**config.mk**
```make
export PLATFORM = sky130hd
export DESIGN_NAME = arbiter_requester_pair_flat
export DESIGN_NICKNAME = d
export VERILOG_FILES = /design/src/rtl/arbiter_requester_pair_pkg.sv /design/src/rtl/arbiter_requester_pair_if.sv /design/src/rtl/arbiter_requester_pair_requester_channel.sv /design/src/rtl/arbiter_requester_pair.sv /design/src/flat_wrapper.sv
export SDC_FILE = /design/constraint.sdc
export NUM_CORES = 1
export LEC_CHECK = 0
export CELL_PAD_IN_SITES_DETAIL_PLACEMENT = 1
export CELL_PAD_IN_SITES_GLOBAL_PLACEMENT = 1
export CORE_MARGIN = 4
export CORE_UTILIZATION = 46
export DETAILED_ROUTE_END_ITERATION = 10
export GPL_ROUTABILITY_DRIVEN = 0
export HOLD_SLACK_MARGIN = 0.12
export PLACE_DENSITY_LB_ADDON = 0.1
export SETUP_SLACK_MARGIN = 0.3
export SLEW_MARGIN = 20
export SYNTH_ARGS = -nofsm -noshare
export SYNTH_HDL_FRONTEND = slang
export SYNTH_HIERARCHICAL = 1
export SYNTH_SLANG_ARGS = --single-unit
```
**constraint.sdc**
```tcl
create_clock -name clk -period 3.6 [get_ports clk]
set_input_delay 0.36 -clock clk [delete_from_list [all_inputs] [get_ports clk]]
set_output_delay 0.36 -clock clk [all_outputs]
set_load 0.02 [all_outputs]
```
**src/rtl/arbiter_requester_pair_pkg.sv**
```systemverilog
// Shared definitions for the four-phase arbiter requester pair.
//
// Holds the per-channel FSM state encoding and the default parameter values
// used by the channel sub-module and the top level.
package arbiter_requester_pair_pkg;

  // Channel FSM states. The encoding is fixed so bench probes and waveform
  // viewers agree on the raw values.
  typedef enum logic [1:0] {
    StIdle    = 2'd0,
    StReq     = 2'd1,
    StGranted = 2'd2,
    StRelease = 2'd3
  } req_state_e;

  localparam int unsigned DefaultHoldW      = 8;
  localparam int unsigned DefaultSyncStages = 2;
  localparam int unsigned DefaultTimeout    = 1023;
  localparam int unsigned DefaultToW        = 10;

endpackage

```
**src/rtl/arbiter_requester_pair_if.sv**
```systemverilog
// Request/grant bundle between the requester pair and a two-way arbiter.
//
// Signals:
//   R1, R2  request lines, driven by the requester side
//   A1, A2  grant lines, driven by the arbiter side (asynchronous to clk)
// Modports:
//   master  requester side (drives R, samples A)
//   slave   arbiter side (samples R, drives A)
interface arbiter_requester_pair_if;

  logic R1;
  logic R2;
  logic A1;
  logic A2;

  modport master (
    output R1,
    output R2,
    input  A1,
    input  A2
  );

  modport slave (
    input  R1,
    input  R2,
    output A1,
    output A2
  );

endinterface

```
**src/rtl/arbiter_requester_pair_requester_channel.sv**
```systemverilog
// One requester channel: turns a single-cycle go pulse into a complete
// four-phase request/grant transaction.
//
// Ports:
//   clk_i      system clock, rising edge
//   rst_i      synchronous active-high reset
//   go_i       start pulse; only honoured in idle with the synced grant low
//   hold_i     critical-section length in cycles, captured with go (0 acts as 1)
//   a_i        asynchronous grant from the arbiter
//   req_o      registered request to the arbiter
//   busy_o     channel is not idle
//   in_cs_o    channel owns the resource
//   done_o     one-cycle pulse when the grant release is seen
//   stall_o    sticky: a wait exceeded TIMEOUT, or the grant dropped early
//   grant_s_o  synchronized grant, exported for the mutual-exclusion checker
module arbiter_requester_pair_requester_channel
  import arbiter_requester_pair_pkg::*;
#(
  parameter int unsigned HOLD_W      = DefaultHoldW,
  parameter int unsigned SYNC_STAGES = DefaultSyncStages,
  parameter int unsigned TIMEOUT     = DefaultTimeout,
  parameter int unsigned TO_W        = DefaultToW
) (
  input  logic              clk_i,
  input  logic              rst_i,
  input  logic              go_i,
  input  logic [HOLD_W-1:0] hold_i,
  input  logic              a_i,
  output logic              req_o,
  output logic              busy_o,
  output logic              in_cs_o,
  output logic              done_o,
  output logic              stall_o,
  output logic              grant_s_o
);

  // Grant synchronizer. Only the last stage is ever looked at.
  logic [SYNC_STAGES-1:0] sync_q;
  logic                   grant_s;

  always_ff @(posedge clk_i) begin
    if (rst_i) begin
      sync_q <= '0;
    end else begin
      sync_q <= {sync_q[SYNC_STAGES-2:0], a_i};
    end
  end

  assign grant_s = sync_q[SYNC_STAGES-1];

  // Channel state.
  req_state_e        state_q, state_d;
  logic [HOLD_W-1:0] hold_cnt_q, hold_cnt_d;
  logic [TO_W-1:0]   wait_cnt_q, wait_cnt_d;
  logic [TO_W-1:0]   wait_inc;
  logic              req_q, req_d;
  logic              done_q, done_d;
  logic              stall_q, stall_d;

  always_ff @(posedge clk_i) begin
    if (rst_i) begin
      state_q    <= StIdle;
      hold_cnt_q <= '0;
      wait_cnt_q <= '0;
      req_q      <= 1'b0;
      done_q     <= 1'b0;
      stall_q    <= 1'b0;
    end else begin
      state_q    <= state_d;
      hold_cnt_q <= hold_cnt_d;
      wait_cnt_q <= wait_cnt_d;
      req_q      <= req_d;
      done_q     <= done_d;
      stall_q    <= stall_d;
    end
  end

  // Saturating increment of the wait counter.
  assign wait_inc = (wait_cnt_q == '1) ? wait_cnt_q : wait_cnt_q + TO_W'(1);

  always_comb begin
    state_d    = state_q;
    hold_cnt_d = hold_cnt_q;
    wait_cnt_d = wait_cnt_q;
    req_d      = req_q;
    done_d     = 1'b0;
    stall_d    = stall_q;

    unique case (state_q)
      StIdle: begin
        // A grant still high from before a reset must drain before a new
        // request goes out, otherwise the handshake would start mid-phase.
        if (go_i && !grant_s) begin
          state_d    = StReq;
          req_d      = 1'b1;
          hold_cnt_d = (hold_i == '0) ? HOLD_W'(1) : hold_i;
          wait_cnt_d = '0;
        end
      end

      StReq: begin
        if (grant_s) begin
          state_d = StGranted;
        end else begin
          // Keep requesting forever; withdrawing before grant is illegal.
          wait_cnt_d = wait_inc;
          if (wait_inc >= TO_W'(TIMEOUT)) begin
            stall_d = 1'b1;
          end
        end
      end

      StGranted: begin
        // Grant vanishing while we own the resource is an arbiter fault;
        // flag it but finish the transaction normally.
        if (!grant_s) begin
          stall_d = 1'b1;
        end
        if (hold_cnt_q <= HOLD_W'(1)) begin
          state_d    = StRelease;
          req_d      = 1'b0;
          wait_cnt_d = '0;
        end else begin
          hold_cnt_d = hold_cnt_q - HOLD_W'(1);
        end
      end

      StRelease: begin
        if (!grant_s) begin
          state_d = StIdle;
          done_d  = 1'b1;
        end else begin
          wait_cnt_d = wait_inc;
          if (wait_inc >= TO_W'(TIMEOUT)) begin
            stall_d = 1'b1;
          end
        end
      end

      default: begin
        state_d = StIdle;
        req_d   = 1'b0;
      end
    endcase
  end

  assign req_o     = req_q;
  assign busy_o    = (state_q != StIdle);
  assign in_cs_o   = (state_q == StGranted);
  assign done_o    = done_q;
  assign stall_o   = stall_q;
  assign grant_s_o = grant_s;

endmodule

```
**src/rtl/arbiter_requester_pair.sv**
```systemverilog
// Synchronous client side of a two-way four-phase request/grant arbiter.
//
// Two independent requester channels each run a full request, grant, hold,
// release handshake per go pulse. The top level adds a sticky checker that
// flags any cycle in which both synchronized grants are high.
//
// Ports:
//   clk            system clock, rising edge
//   rst            synchronous active-high reset
//   go1, go2       per-channel start pulses
//   hold1, hold2   per-channel critical-section length (0 acts as 1)
//   arb            request/grant bundle to the arbiter (R1/R2 out, A1/A2 in)
//   busy1, busy2   channel not idle
//   in_cs1, in_cs2 channel owns the resource
//   done1, done2   one-cycle pulse at the end of each transaction
//   stall1, stall2 sticky wait-timeout / protocol-violation flags
//   mutex_err      sticky: both synchronized grants seen high together
module arbiter_requester_pair
  import arbiter_requester_pair_pkg::*;
#(
  parameter int unsigned HOLD_W      = DefaultHoldW,
  parameter int unsigned SYNC_STAGES = DefaultSyncStages,
  parameter int unsigned TIMEOUT     = DefaultTimeout,
  parameter int unsigned TO_W        = DefaultToW
) (
  input  logic                     clk,
  input  logic                     rst,
  input  logic                     go1,
  input  logic                     go2,
  input  logic [HOLD_W-1:0]        hold1,
  input  logic [HOLD_W-1:0]        hold2,
  arbiter_requester_pair_if.master arb,
  output logic                     busy1,
  output logic                     busy2,
  output logic                     in_cs1,
  output logic                     in_cs2,
  output logic                     done1,
  output logic                     done2,
  output logic                     stall1,
  output logic                     stall2,
  output logic                     mutex_err
);

  logic g1_s;
  logic g2_s;

  arbiter_requester_pair_requester_channel #(
    .HOLD_W      (HOLD_W),
    .SYNC_STAGES (SYNC_STAGES),
    .TIMEOUT     (TIMEOUT),
    .TO_W        (TO_W)
  ) u_ch1 (
    .clk_i     (clk),
    .rst_i     (rst),
    .go_i      (go1),
    .hold_i    (hold1),
    .a_i       (arb.A1),
    .req_o     (arb.R1),
    .busy_o    (busy1),
    .in_cs_o   (in_cs1),
    .done_o    (done1),
    .stall_o   (stall1),
    .grant_s_o (g1_s)
  );

  arbiter_requester_pair_requester_channel #(
    .HOLD_W      (HOLD_W),
    .SYNC_STAGES (SYNC_STAGES),
    .TIMEOUT     (TIMEOUT),
    .TO_W        (TO_W)
  ) u_ch2 (
    .clk_i     (clk),
    .rst_i     (rst),
    .go_i      (go2),
    .hold_i    (hold2),
    .a_i       (arb.A2),
    .req_o     (arb.R2),
    .busy_o    (busy2),
    .in_cs_o   (in_cs2),
    .done_o    (done2),
    .stall_o   (stall2),
    .grant_s_o (g2_s)
  );

  // Mutual-exclusion checker. The overlap term is ORed in directly so the
  // flag is visible in the very cycle both synced grants are high; the
  // register keeps it set afterwards. Both inputs are flop outputs.
  logic mutex_q;
  logic overlap;

  assign overlap = g1_s & g2_s;

  always_ff @(posedge clk) begin
    if (rst) begin
      mutex_q <= 1'b0;
    end else if (overlap) begin
      mutex_q <= 1'b1;
    end
  end

  assign mutex_err = mutex_q | overlap;

endmodule

```
**src/flat_wrapper.sv**
```systemverilog
// flat-port wrapper written by rule: the top's interface ports become plain ports
module arbiter_requester_pair_flat import arbiter_requester_pair_pkg::*;
#(
  parameter int unsigned HOLD_W      = DefaultHoldW,
  parameter int unsigned SYNC_STAGES = DefaultSyncStages,
  parameter int unsigned TIMEOUT     = DefaultTimeout,
  parameter int unsigned TO_W        = DefaultToW
)
  (clk, rst, go1, go2, hold1, hold2, busy1, busy2, in_cs1, in_cs2, done1, done2, stall1, stall2, mutex_err, arb_R1, arb_R2, arb_A1, arb_A2);
  arbiter_requester_pair_if arb_i ();
  input  logic clk;
  input  logic rst;
  input  logic go1;
  input  logic go2;
  input  logic [HOLD_W-1:0] hold1;
  input  logic [HOLD_W-1:0] hold2;
  output logic busy1;
  output logic busy2;
  output logic in_cs1;
  output logic in_cs2;
  output logic done1;
  output logic done2;
  output logic stall1;
  output logic stall2;
  output logic mutex_err;
  output wire logic [$bits(arb_i.R1)-1:0] arb_R1;
  output wire logic [$bits(arb_i.R2)-1:0] arb_R2;
  input wire logic [$bits(arb_i.A1)-1:0] arb_A1;
  input wire logic [$bits(arb_i.A2)-1:0] arb_A2;
  assign arb_R1 = arb_i.R1;
  assign arb_R2 = arb_i.R2;
  assign arb_i.A1 = arb_A1;
  assign arb_i.A2 = arb_A2;
  arbiter_requester_pair #(.HOLD_W(HOLD_W), .SYNC_STAGES(SYNC_STAGES), .TIMEOUT(TIMEOUT), .TO_W(TO_W)) u_core (.clk(clk), .rst(rst), .go1(go1), .go2(go2), .hold1(hold1), .hold2(hold2), .arb(arb_i), .busy1(busy1), .busy2(busy2), .in_cs1(in_cs1), .in_cs2(in_cs2), .done1(done1), .done2(done2), .stall1(stall1), .stall2(stall2), .mutex_err(mutex_err));
endmodule
```
# ---- Yosys cells after proc, flatten, opt, wreduce, memory -nomap -nowiden
# Index checks and enable logic that the tools add are counted.
dict set report totals {
  ff_bits 51
  output_inout_bits 11
  elab_cells 125
}
dict set report classes {
  order_cmp 4
  bitwise_logic 4
  n_eq_ne 24
  mux 48
  reduce_logical 26
  addsub 4
}
# op count
set ops {}
lappend ops {{$mux W10} 10}
lappend ops {{$pmux W10 S4} 2}
lappend ops {{$mux W8} 6}
lappend ops {{$pmux W8 S2} 2}
lappend ops {{$ne A2 B2 Y1 const B} 14}
lappend ops {{$reduce_and A4 Y1} 6}
lappend ops {{$add A10 B1 Y10 const B} 2}
lappend ops {{$eq A10 B10 Y1 const B} 2}
lappend ops {{$ge A10 B10 Y1 const B} 2}
lappend ops {{$le A8 B1 Y1 const B} 2}
lappend ops {{$logic_not A8 Y1} 2}
lappend ops {{$mux W2} 8}
lappend ops {{$pmux W2 S4} 2}
lappend ops {{$sub A8 B1 Y8 const B} 2}
lappend ops {{$mux W1} 14}
lappend ops {{$reduce_and A3 Y1} 4}
lappend ops {{$eq A2 B2 Y1 const B} 4}
lappend ops {{$reduce_bool A2 Y1} 4}
lappend ops {{$pmux W1 S3} 2}
lappend ops {{$reduce_bool A3 Y1} 2}
lappend ops {{$eq A2 B1 Y1 const B} 2}
lappend ops {{$logic_not A2 Y1} 2}
lappend ops {{$ne A2 B1 Y1 const B} 2}
lappend ops {{$pmux W1 S2} 2}
lappend ops {{6 further kinds} 10}

# ---- Longest topological paths before layout
# Gate-level depths: netlist of run 1.
dict set report depth {
  ltp_word 6
  ltp_mapped 9
  mapped_depth_nobuf 7
}

# ---- Modules after synthesis
# The synthesis of run 1 kept the hierarchy.
# mod seq_area_each_um2 cells_each area_each_um2 n_inst
set by_module_without_submodules {}
lappend by_module_without_submodules {{arbiter_requester_pair_requester_channel (u_core.u_ch2)} 500.5 213 1694.1 1}
lappend by_module_without_submodules {{arbiter_requester_pair_requester_channel (u_core.u_ch1)} 500.5 212 1624.1 1}
lappend by_module_without_submodules {arbiter_requester_pair 20.0 3 41.3 1}

# ---- Worst setup path before layout of run 1
# Ideal clock, no wire load.
dict set report synth_path {
  path_type {register -> register}
  from {reg u_core.u_ch1.state_q[0]}
  to {reg u_core.u_ch1.hold_cnt_q[3]}
  stages_incl_launch_ff 10
  arrival_time_ps 2198
  synth_period_minus_slack_ps 2325
  t_required_ps 3472
  slack_ps 1275
  setup_ps 128
  path_cell_list {dfxtp_1 inv_1 ha_1 clkbuf_1 inv_1 or4_4 o211a_1 buf_6 a22oi_1 nor2_1}
}
dict set report synth_via {
  elab_chain_cells 3
}
# item line
set synth_rtl {}
lappend synth_rtl {{start: declaration} arbiter_requester_pair_requester_channel.sv:52} ;# req_state_e state_q, state_d;
lappend synth_rtl {{start signal: assignment} arbiter_requester_pair_requester_channel.sv:62} ;# state_q <= StIdle;
lappend synth_rtl {{start signal: assignment} arbiter_requester_pair_requester_channel.sv:69} ;# state_q <= state_d;
lappend synth_rtl {{$eq A2 B2 Y1 (*)} --}
lappend synth_rtl {{named net in_cs1} flat_wrapper.sv:19} ;# output logic in_cs1;
lappend synth_rtl {{$ne A2 B2 Y1 (no source line) / $reduce_bool A2 Y1 (equally long branches)} --}
lappend synth_rtl {{$reduce_and A3 Y1 (no source line)} --}
lappend synth_rtl {{end signal: assignment} arbiter_requester_pair_requester_channel.sv:70} ;# hold_cnt_q <= hold_cnt_d;
lappend synth_rtl {{end: declaration} arbiter_requester_pair_requester_channel.sv:53} ;# logic [HOLD_W-1:0] hold_cnt_q, hold_cnt_d;
# The timed path passes the listed nets; every way through them passes the cells marked *.
# A chain may end at the register's enable or synchronous reset.

# ---- Worst setup path after layout of run 1
dict set report layout_path {
  from {reg u_core.u_ch1.state_q[0]}
  to {reg u_core.u_ch1.hold_cnt_q[4]}
}
dict set report layout_via {
  elab_chain_cells 3
}
# item line
set layout_rtl {}
lappend layout_rtl {{$eq A2 B2 Y1 / $logic_not A2 Y1 (equally long branches)} arbiter_requester_pair_requester_channel.sv:89} ;# unique case (state_q)
lappend layout_rtl {{$ne A2 B2 Y1 (no source line) / $reduce_bool A2 Y1 (equally long branches)} --}
lappend layout_rtl {{$reduce_and A3 Y1 (no source line)} --}
# Parallel ways exist; a longest one is shown, timed or not.

==> flow_summary.json, run 1 <==
{
  "status": "finished, final reports clean",
  "netlist-cell-type-count": 65,
  "syn-num-nets": 466,
  "max_cap_viol_count": 0,
  "finalNetCount": 482,
  "synth-compound-area-share_pct": 28.8,
  "min_path_type": "in2reg",
  "firstDrtPassIters": 4,
  "pin_count": 33,
  "synth_ff_type": "dfxtp_1",
  "synth-simple-area-share_pct": 27.3,
  "met3_usage_pct": 2.74,
  "ys_ff_latch": 51,
  "crit_arrival_ns": 2.99,
  "ant_nets": 0,
  "placed_area_mm2": 0.00370,
  "wl_per_cell_um": 18.1,
  "grt_antenna_before_repair": 0,
  "drive_gt1_share_pct": 6.53,
  "cts_buffers": 5,
  "clkPwrFrac_pct": 12.8,
  "grtUsageMet1_pct": 32.0,
  "finalHoldWorstSlack_ns": 0.478,
  "synth.mux.area_fraction_pct": 1.49,
  "top_usage_layer": "met2",
  "synthAdderAreaFrac_pct": 5.96,
  "synth_top_family_by_area": "compound AO/OA/AOI/OAI gates",
  "seq_area_frac_synth_pct": 30.4,
  "fp.dieW_um": 93.5,
  "pre_cts_slack_ns": 0.824,
  "rows": 30,
  "rsz0062_at_grt": "no",
  "hold_violations": 0,
  "cp.required_ns": 3.78,
  "worstPathMaxFanout": 18,
  "synthCells": 428,
  "met2_usage_pct": 37.7,
  "yosysTopAreaCellShare_pct": 30.4,
  "synth_top_cell_by_area": "dfxtp_1",
  "clk_path_buf_depth": 2,
  "diodes": 0,
  "fillers": 873,
  "setup_violations": 0,
  "power.leakage_nw": 1.31,
  "ir_worst_vdd_mv": 0.423,
  "postCtsResizedCells": 0,
  "via_per_inst": 6.19,
  "p_per_area_mw_per_mm2": 713,
  "tightest_slew_ns": 0.813,
  "vias": 3342,
  "slew_headroom_pct": 45.3,
  "timing.final.ws_setup_ns": 0.788,
  "htreeDepth": 2,
  "cts_tree": "yes",
  "p_int_mw": 1.40,
  "swShare_pct": 48.0,
  "clock.fmax_ghz": 0.356,
  "cts_sinks": 51,
  "yosys-top-cells-count": "dfxtp_1 (51), nor2_1 (37), a21oi_1 (36)",
  "ff_latch_area_mm2": 0.00102,
  "synth_area_mm2": 0.00336,
  "grt.overflow.total": 0,
  "hold_buffers": 0,
  "grt_pass1_vias": 3341,
  "yosysMostFrequentCell": "dfxtp_1",
  "drc": 0,
  "path_clk_slew_ns": 0.10,
  "wirelength_um": 9760,
  "end_kind": "flip-flop",
  "fin_crit_ns": 2.81,
  "grtUsageTotal_pct": 23.0,
  "numPortBuffers": 32,
  "drtIter0Drc": 147,
  "cts_root_buffer": "clkbuf_8",
  "fp.dieArea_mm2": 0.00873,
  "synth_xor_area_share_pct": 0.261,
  "switchingPower_mw": 1.30,
  "syn_to_final_growth_pct": 12.6,
  "skew_ns": 0.00635,
  "synthTopCellsByArea": "dfxtp_1 (30%), ha_1 (6.0%), a21oi_1 (5.4%), nor2_1 (4.1%), o21ai_0 (3.9%)",
  "cp-start-kind": "flip-flop",
  "dp_hpwl_um": 6810,
  "slew_viol_final": 0,
  "synth_edf_count": 0,
  "fin_tns_setup_ns": 0,
  "syn_area_per_cell_um2": 7.85,
  "crit_type": "reg2reg",
  "design_area_mm2": 0.00378,
  "coreArea_mm2": 0.00694,
  "p_total_mw": 2.70,
  "die_h_um": 93.5,
  "grt_max_degree": 31,
  "p_comb_share_pct": 57.1,
  "initial_core_util_pct": 48.4,
  "seqPwrFrac_pct": 30.1,
  "multi_input_area_mm2": 0.00214,
  "post-route-period-util_pct": 78.1,
  "clock_latency_ns": 0.30,
  "async_reset_ff_share_pct": 0,
  "grt_pass1_wl_um": 16600,
  "post-cts-setup-buffers": 0,
  "yosysWarnings": 6
}
-- final timing paths --
kind	start	endpoint	slack (ns)	cells after the start
worst max-delay path	u_core/u_ch1/state_q[0]$_SDFFE_PP0P_	u_core/u_ch1/hold_cnt_q[4]$_SDFFE_PP0P_	0.79	7
worst min-delay path	rst	u_core/u_ch1/state_q[1]$_SDFFE_PP0P_	0.48	2
worst max register to register	u_core/u_ch1/state_q[0]$_SDFFE_PP0P_	u_core/u_ch1/hold_cnt_q[4]$_SDFFE_PP0P_	0.79	7
worst min register to register	u_core/u_ch2/sync_q[0]$_SDFF_PP0_	u_core/u_ch2/sync_q[1]$_SDFF_PP0_	0.48	1
-- stage by stage --
stage / util [%] / cells
3_3_place_gp: 53.2 / 533
2_1_floorplan: - / 428
6_report: 54.5 / 540
4_1_cts: 54.5 / 540
5_1_grt: 54.5 / 540
3_5_place_dp: 53.2 / 533
-- cells in the final DEF (no fill, tap or decap), drive strengths merged, types with 9 or more instances in the layout --
cell type and instances:
dfxtp 51, nor2 37, a21oi 36, clkdlybuf4s50 31, nand2 28, o21ai 28, nand3 22, inv 20
ha 16, nor2b 15, a31oi 12, nor3 12, a211oi 11, nand4 9
-- critical path, cell delays in order (launching register included) --
cell and delay (ns):
dfxtp_1 0.35, inv_1 0.12, ha_1 0.60, inv_1 0.43
or4_4 0.64, o211a_1 0.27, a21oi_1 0.20, a211oi_1 0.07
-- layer usage --
| metal | share of wire [%] | vias to the layer above | wire (µm) |
|---|---|---|---|
| met1 | 48 | 1623 | 4670 |
| met3 | 2.9 | 7 | 282 |
| met5 | 0 | - | 0 |
| met4 | 0.89 | 0 | 87 |
| met2 | 48 | 79 | 4710 |
| li1 | - | 1633 | - |
-- power by group through the flow --
stage / clock network (mW) / logic [mW] / registers (mW)
finish: 0.344 / 1.54 / 0.813
global placement: 0 / 1.46 / 0.814
floorplan: 0 / 1.14 / 0.803
detailed placement: 0 / 1.52 / 0.820
CTS: 0.359 / 1.53 / 0.808
global route: 0.379 / 1.70 / 0.834
-- final cells by class --
| class | instances | share of cell area, % |
|---|---|---|
| multi-input combinational | 331 | 56.6 |
| sequential | 51 | 27.0 |
| clock buffer | 6 | 2.18 |
| clock inverter | 1 | 0.132 |
| timing repair buffer | 35 | 8.93 |
| tap | 96 | 3.17 |
| inverter | 20 | 1.98 |
-- registers in the layout, summed over array words and instances, names as in the netlist --
name,flops
u_core/u_ch1/wait_cnt_q,10
u_core/u_ch1/sync_q,2
u_core/u_ch1/done_o,1
u_core/u_ch2/state_q,2
u_core/u_ch1/state_q,2
u_core/u_ch1/req_o,1
u_core/mutex_q,1
u_core/u_ch1/stall_o,1
u_core/u_ch2/wait_cnt_q,10
u_core/u_ch2/req_o,1
u_core/u_ch1/hold_cnt_q,8
u_core/u_ch2/sync_q,2
u_core/u_ch2/stall_o,1
u_core/u_ch2/hold_cnt_q,8
u_core/u_ch2/done_o,1
-- kinds of logic (layout without fill, tap and decap cells) --
logic type | count (synthesis) | count (layout)
and+or+nand+nor | 169 | 169
AOI/OAI and AO/OA | 140 | 140
DFF | 51 | 51
buffers and inverters | 46 | 62
adders and majority gates | 16 | 16
muxes | 5 | 5
xor gates and xnor gates | 1 | 1
Note: power is estimated with default switching activity, not from simulation.
==> run 2: changes to the inputs <==
- CORE_UTILIZATION: 46 -> 39
- clock period: 3.6 -> 2.35 ns (I/O delays scaled with it)
==> run 2 against run 1 <==
- sequential power grew 54%
- sequential share of layout area shrank 1.4 points
- clock skew down 0.00078 ns
- final area rose by 5.9%
- flip-flop and latch count unchanged
- power is 64% higher
==> flow_summary.json, run 2 (synthesis gave the netlist of run 1 again) <==
{
  "status": "finished, final reports clean",
  "grtUsageTotal_pct": 19.4,
  "cts_root_buffer": "clkbuf_8",
  "grt_pass1_vias": 3404,
  "fin_tns_setup_ns": 0,
  "firstDrtPassIters": 4,
  "rows": 33,
  "pin_count": 33,
  "vias": 3380,
  "cp-start-kind": "flip-flop",
  "drive_gt1_share_pct": 13.1,
  "htreeDepth": 2,
  "drc": 0,
  "cp.required_ns": 2.59,
  "numPortBuffers": 32,
  "fin_crit_ns": 1.99,
  "die_h_um": 101,
  "setup_violations": 0,
  "drtIter0Drc": 90,
  "cts_sinks": 51,
  "reg_top3": "u_core/u_ch1/wait_cnt_q x10, u_core/u_ch2/wait_cnt_q x10",
  "grt_max_degree": 31,
  "slew_headroom_pct": 61.2,
  "dp_hpwl_um": 7000,
  "finalNetCount": 503,
  "fp.dieArea_mm2": 0.0102,
  "post-route-period-util_pct": 84.7,
  "clock_latency_ns": 0.31,
  "skew_ns": 0.00558,
  "coreArea_mm2": 0.00830,
  "cts_tree": "yes",
  "fp.dieW_um": 101,
  "hold_buffers": 0,
  "wirelength_um": 9820,
  "rsz0062_at_grt": "yes",
  "ir_worst_vdd_mv": 0.517,
  "end_kind": "flip-flop",
  "slew_viol_final": 0,
  "via_per_inst": 5.92,
  "grt.overflow.total": 0,
  "path_clk_slew_ns": 0.10,
  "worstPathMaxFanout": 4,
  "power.leakage_nw": 1.45,
  "diodes": 0,
  "syn_to_final_growth_pct": 19.3,
  "ant_nets": 0,
  "finalHoldWorstSlack_ns": 0.348,
  "p_per_area_mw_per_mm2": 1100,
  "hold_violations": 0,
  "clk_path_buf_depth": 2,
  "grt_pass1_wl_um": 16400,
  "crit_arrival_ns": 2.23,
  "crit_type": "reg2reg",
  "wl_per_cell_um": 17.2,
  "grt_antenna_before_repair": 0,
  "initial_core_util_pct": 40.5,
  "cts_buffers": 5,
  "min_path_type": "in2reg",
  "layout_common_cells": "dfxtp_1 (49), nor2_1 (36), a21oi_1 (36), clkdlybuf4s50_1 (28), nand2_1 (28)",
  "clock.fmax_ghz": 0.502,
  "max_cap_viol_count": 0,
  "mostFrequentLayoutCell": "dfxtp_1",
  "tightest_slew_ns": 0.581
}
[run 2: cell count changes in the layout (fill, tap and decap cells not counted), moves of 2 or more]
cell / before / now
clkdlybuf4s50_1: 31 / 28
ha_2: 0 / 2
dfxtp_1: 51 / 49
dlymetal6s2s_1: 0 / 2
buf_4: 3 / 24
dfxtp_2: 0 / 2
ha_1: 16 / 13
[run 2: timing repair]
item	in CTS	in global routing
buffers inserted	2	7
gates resized for setup	5	7
pin swaps	1	3
setup endpoints to repair	15	27
[run 2: critical path, cell delays in order (launching register included)]
cell	delay, ns
dfxtp_1	0.34
or4_4	0.56
o31ai_4	0.35
buf_4	0.18
nand3_1	0.14
o21bai_1	0.22
a21oi_1	0.14
[run 2: area by class of cell]
class,instances,area (µm²)
sequential,51,1020
clock buffer,7,96.3
multi-input combinational,331,2170
timing repair buffer,56,499
fill,1041,4290
clock inverter,1,7.51
tap,105,131
inverter,20,75.1
[run 2: worst paths after layout]
path | startpoint | endpoint | slack [ns] | cells past startpoint
setup / recovery | u_core/u_ch1/hold_cnt_q[6]$_SDFFE_PP0P_ | u_core/u_ch1/state_q[0]$_SDFFE_PP0P_ | 0.36 | 6
hold / removal | rst | u_core/u_ch1/stall_o$_SDFFE_PP0P_ | 0.35 | 4
setup reg to reg | u_core/u_ch1/hold_cnt_q[6]$_SDFFE_PP0P_ | u_core/u_ch1/state_q[0]$_SDFFE_PP0P_ | 0.36 | 6
hold reg to reg | u_core/u_ch1/sync_q[0]$_SDFF_PP0_ | u_core/u_ch1/sync_q[1]$_SDFF_PP0_ | 0.45 | 1
[run 2: power breakdown]
group / switching (mW) / total (mW) / internal [mW]
clock network: 0.309 / 0.578 / 0.269
registers: 0.210 / 1.25 / 1.05
logic: 1.53 / 2.58 / 1.05
[run 2: metal layers]
| metal | up-vias | share of wire (%) | track usage, % |
|---|---|---|---|
| met3 | 8 | 2.6 | 2.63 |
| met1 | 1646 | 49 | 26.8 |
| met5 | - | 0 | 0 |
| met4 | 0 | 1.1 | 4.35 |
| met2 | 46 | 48 | 32.2 |
| li1 | 1680 | - | - |
[run 2: per-stage QoR]
stage / power [mW] / std cells / setup WS [ns] / cell area [µm²] / util (%)
floorplan: 3.00 / 428 / 0.315 / 3380 / -
global route: 4.76 / 571 / 0.254 / 4010 / 48.3
global placement: 3.62 / 554 / 0.293 / 3810 / 46.0
detailed placement: 3.68 / 554 / 0.249 / 3810 / 46.0
CTS: 4.31 / 564 / 0.303 / 3940 / 47.4
finish: 4.41 / 571 / 0.359 / 4010 / 48.3
==> run 3: changes to the inputs <==
- CORE_UTILIZATION: 39 -> 43
- clock period: 2.35 -> 1.9 ns (I/O delays scaled with it)
==> run 3 against run 2 <==
- highest routed layer unchanged
- first-iteration DRC count increased by 130%
- register-to-register slack lost 0.52 ns
- the flow now finishes with violations (setup timing)
- largest power group unchanged
- critical endpoint is now u_core/u_ch1/wait_cnt_q[3]$_SDFFE_PP0P_
- clock power up 18%
==> flow_summary.json, run 3 (synthesis gave the netlist of run 1 again) <==
{
  "cp-start-kind": "flip-flop",
  "crit_type": "reg2reg",
  "fin_util_pct": 66.1,
  "crit_slowest_cell": "or4_4",
  "clock_latency_ns": 0.33,
  "mostFrequentLayoutCell": "buf_4",
  "slew_viol_final": 0,
  "ir_worst_vdd_mv": 0.832,
  "setup_violations": 6,
  "slew_headroom_pct": 69.2,
  "clock.fmax_ghz": 0.485,
  "status": "finished, violations left",
  "fin_crit_ns": 2.06,
  "power.leakage_nw": 1.77,
  "layout_common_cells": "buf_4 (53), dfxtp_1 (36), nor2_1 (34), nand2_1 (27), a21oi_1 (27)",
  "path_clk_slew_ns": 0.11,
  "worstPathMaxFanout": 5,
  "skew_ns": 0.0223,
  "clk_path_buf_depth": 2,
  "path_delay_family": "simple AND/OR/NAND/NOR gates",
  "die_h_um": 96.4,
  "drtIter0Drc": 208,
  "seqPwrFrac_pct": 21.8,
  "end_kind": "flip-flop",
  "failed_checks": "setup timing",
  "dp_hpwl_um": 8050,
  "htreeDepth": 2,
  "wirelength_um": 14300,
  "switchingPower_mw": 3.40,
  "pin_count": 33,
  "p_comb_share_pct": 68.6,
  "timing.final.ws_setup_ns": -0.161,
  "finalNetCount": 549,
  "cts_sinks": 51,
  "cp.required_ns": 2.14,
  "r2r_slack_ns": -0.16,
  "cts_buffers": 5,
  "vias": 3934,
  "drc": 0,
  "p_int_mw": 3.70,
  "cts_root_buffer": "clkbuf_8",
  "diodes": 0,
  "grt_pass1_wl_um": 19700,
  "cts_tree": "yes",
  "syn_to_final_growth_pct": 45.8,
  "hold_buffers": 0,
  "coreArea_mm2": 0.00741,
  "drive_gt1_share_pct": 37.5,
  "numPortBuffers": 32,
  "p_per_area_mw_per_mm2": 1450,
  "initial_core_util_pct": 45.3,
  "grt.overflow.total": 0,
  "fp.dieArea_mm2": 0.00929,
  "rows": 31,
  "ant_nets": 0,
  "crit_arrival_ns": 2.30,
  "max_stage_delay_ns": 0.55,
  "crit_path_cell_trace": "or4_4, o31ai_4, and4_4, buf_6, nand4b_1, a21oi_1",
  "grt_max_degree": 32,
  "hold_violations": 0,
  "clkPwrFrac_pct": 9.6,
  "firstDrtPassIters": 4,
  "grtUsageTotal_pct": 26.8,
  "max_cap_viol_count": 0,
  "wl_per_cell_um": 23.4,
  "reg_top3": "u_core/u_ch1/wait_cnt_q x10, u_core/u_ch2/wait_cnt_q x10",
  "p_total_mw": 7.10,
  "crit_buf_inv": 1,
  "post-route-period-util_pct": 108,
  "tightest_slew_ns": 0.462,
  "grt_antenna_before_repair": 0,
  "grt_pass1_vias": 3896,
  "min_path_type": "in2reg",
  "fp.dieW_um": 96.4,
  "swShare_pct": 47.9,
  "via_per_inst": 6.44,
  "rsz0062_at_grt": "yes"
}
run 3: per-stage QoR:
stage | area [µm²] | std cells | setup TNS, ns | hold WS (ns) | worst slack (ns)
after global routing | 4900 | 611 | -1.43 | 0.320 | -0.214
after CTS | 4550 | 600 | 0 | 0.323 | 0.00581
after global placement | 4200 | 578 | -0.116 | 0.421 | -0.0228
final | 4900 | 611 | -0.344 | 0.303 | -0.161
after detailed placement | 4200 | 578 | -0.830 | 0.475 | -0.105
after floorplan | 3560 | 428 | -0.0134 | 0.254 | -0.00742
run 3: worst paths after layout:
kind / from / depth (start not counted) / endpoint
max: u_core/u_ch1/hold_cnt_q[2]$_SDFFE_PP0P_ / 6 / u_core/u_ch1/wait_cnt_q[3]$_SDFFE_PP0P_
min: rst / 4 / u_core/u_ch1/stall_o$_SDFFE_PP0P_
max reg2reg: u_core/u_ch1/hold_cnt_q[2]$_SDFFE_PP0P_ / 6 / u_core/u_ch1/wait_cnt_q[3]$_SDFFE_PP0P_
min reg2reg: u_core/u_ch1/sync_q[0]$_SDFF_PP0_ / 1 / u_core/u_ch1/sync_q[1]$_SDFF_PP0_
run 3: per-layer routing:
metal,up-vias,global-route usage [%],part of all wire (%)
li1,1777,-,-
met4,0,7.24,3.2
met1,1940,33.7,41
met5,-,0,0
met2,174,47.3,49
met3,43,4.42,6.5
run 3: final cells by class:
| type | instances | area, µm² |
|---|---|---|
| multi-input cells | 332 | 2650 |
| well taps | 99 | 124 |
| clock buffers | 6 | 72.6 |
| clock inverters | 2 | 12.5 |
| fillers | 845 | 2510 |
| inverters | 20 | 82.6 |
| flip-flops and latches | 51 | 1050 |
| repair buffers | 101 | 900 |
run 3: repair_timing:
item / 4_1_cts / 5_1_grt
resized for setup: 57 / 63
buffers inserted: 13 / 11
gates cloned: 1 / 0
pin swaps: 25 / 25
setup endpoints to repair: 48 / 49
run 3: worst min-delay path, stage by stage:
cell and delay, ns:
buf_2 0.16, nor4_2 0.08, o2111ai_2 0.07, o31ai_2 0.07
run 3: power groups by stage:
| stage | Sequential, mW | Clock [mW] | Combinational (mW) |
|---|---|---|---|
| 3_5_place_dp | 1.53 | 0 | 3.73 |
| 5_1_grt | 1.58 | 0.743 | 5.19 |
| 2_1_floorplan | 1.55 | 0 | 2.49 |
| 6_report | 1.55 | 0.681 | 4.87 |
| 3_3_place_gp | 1.51 | 0 | 3.59 |
| 4_1_cts | 1.52 | 0.674 | 4.10 |
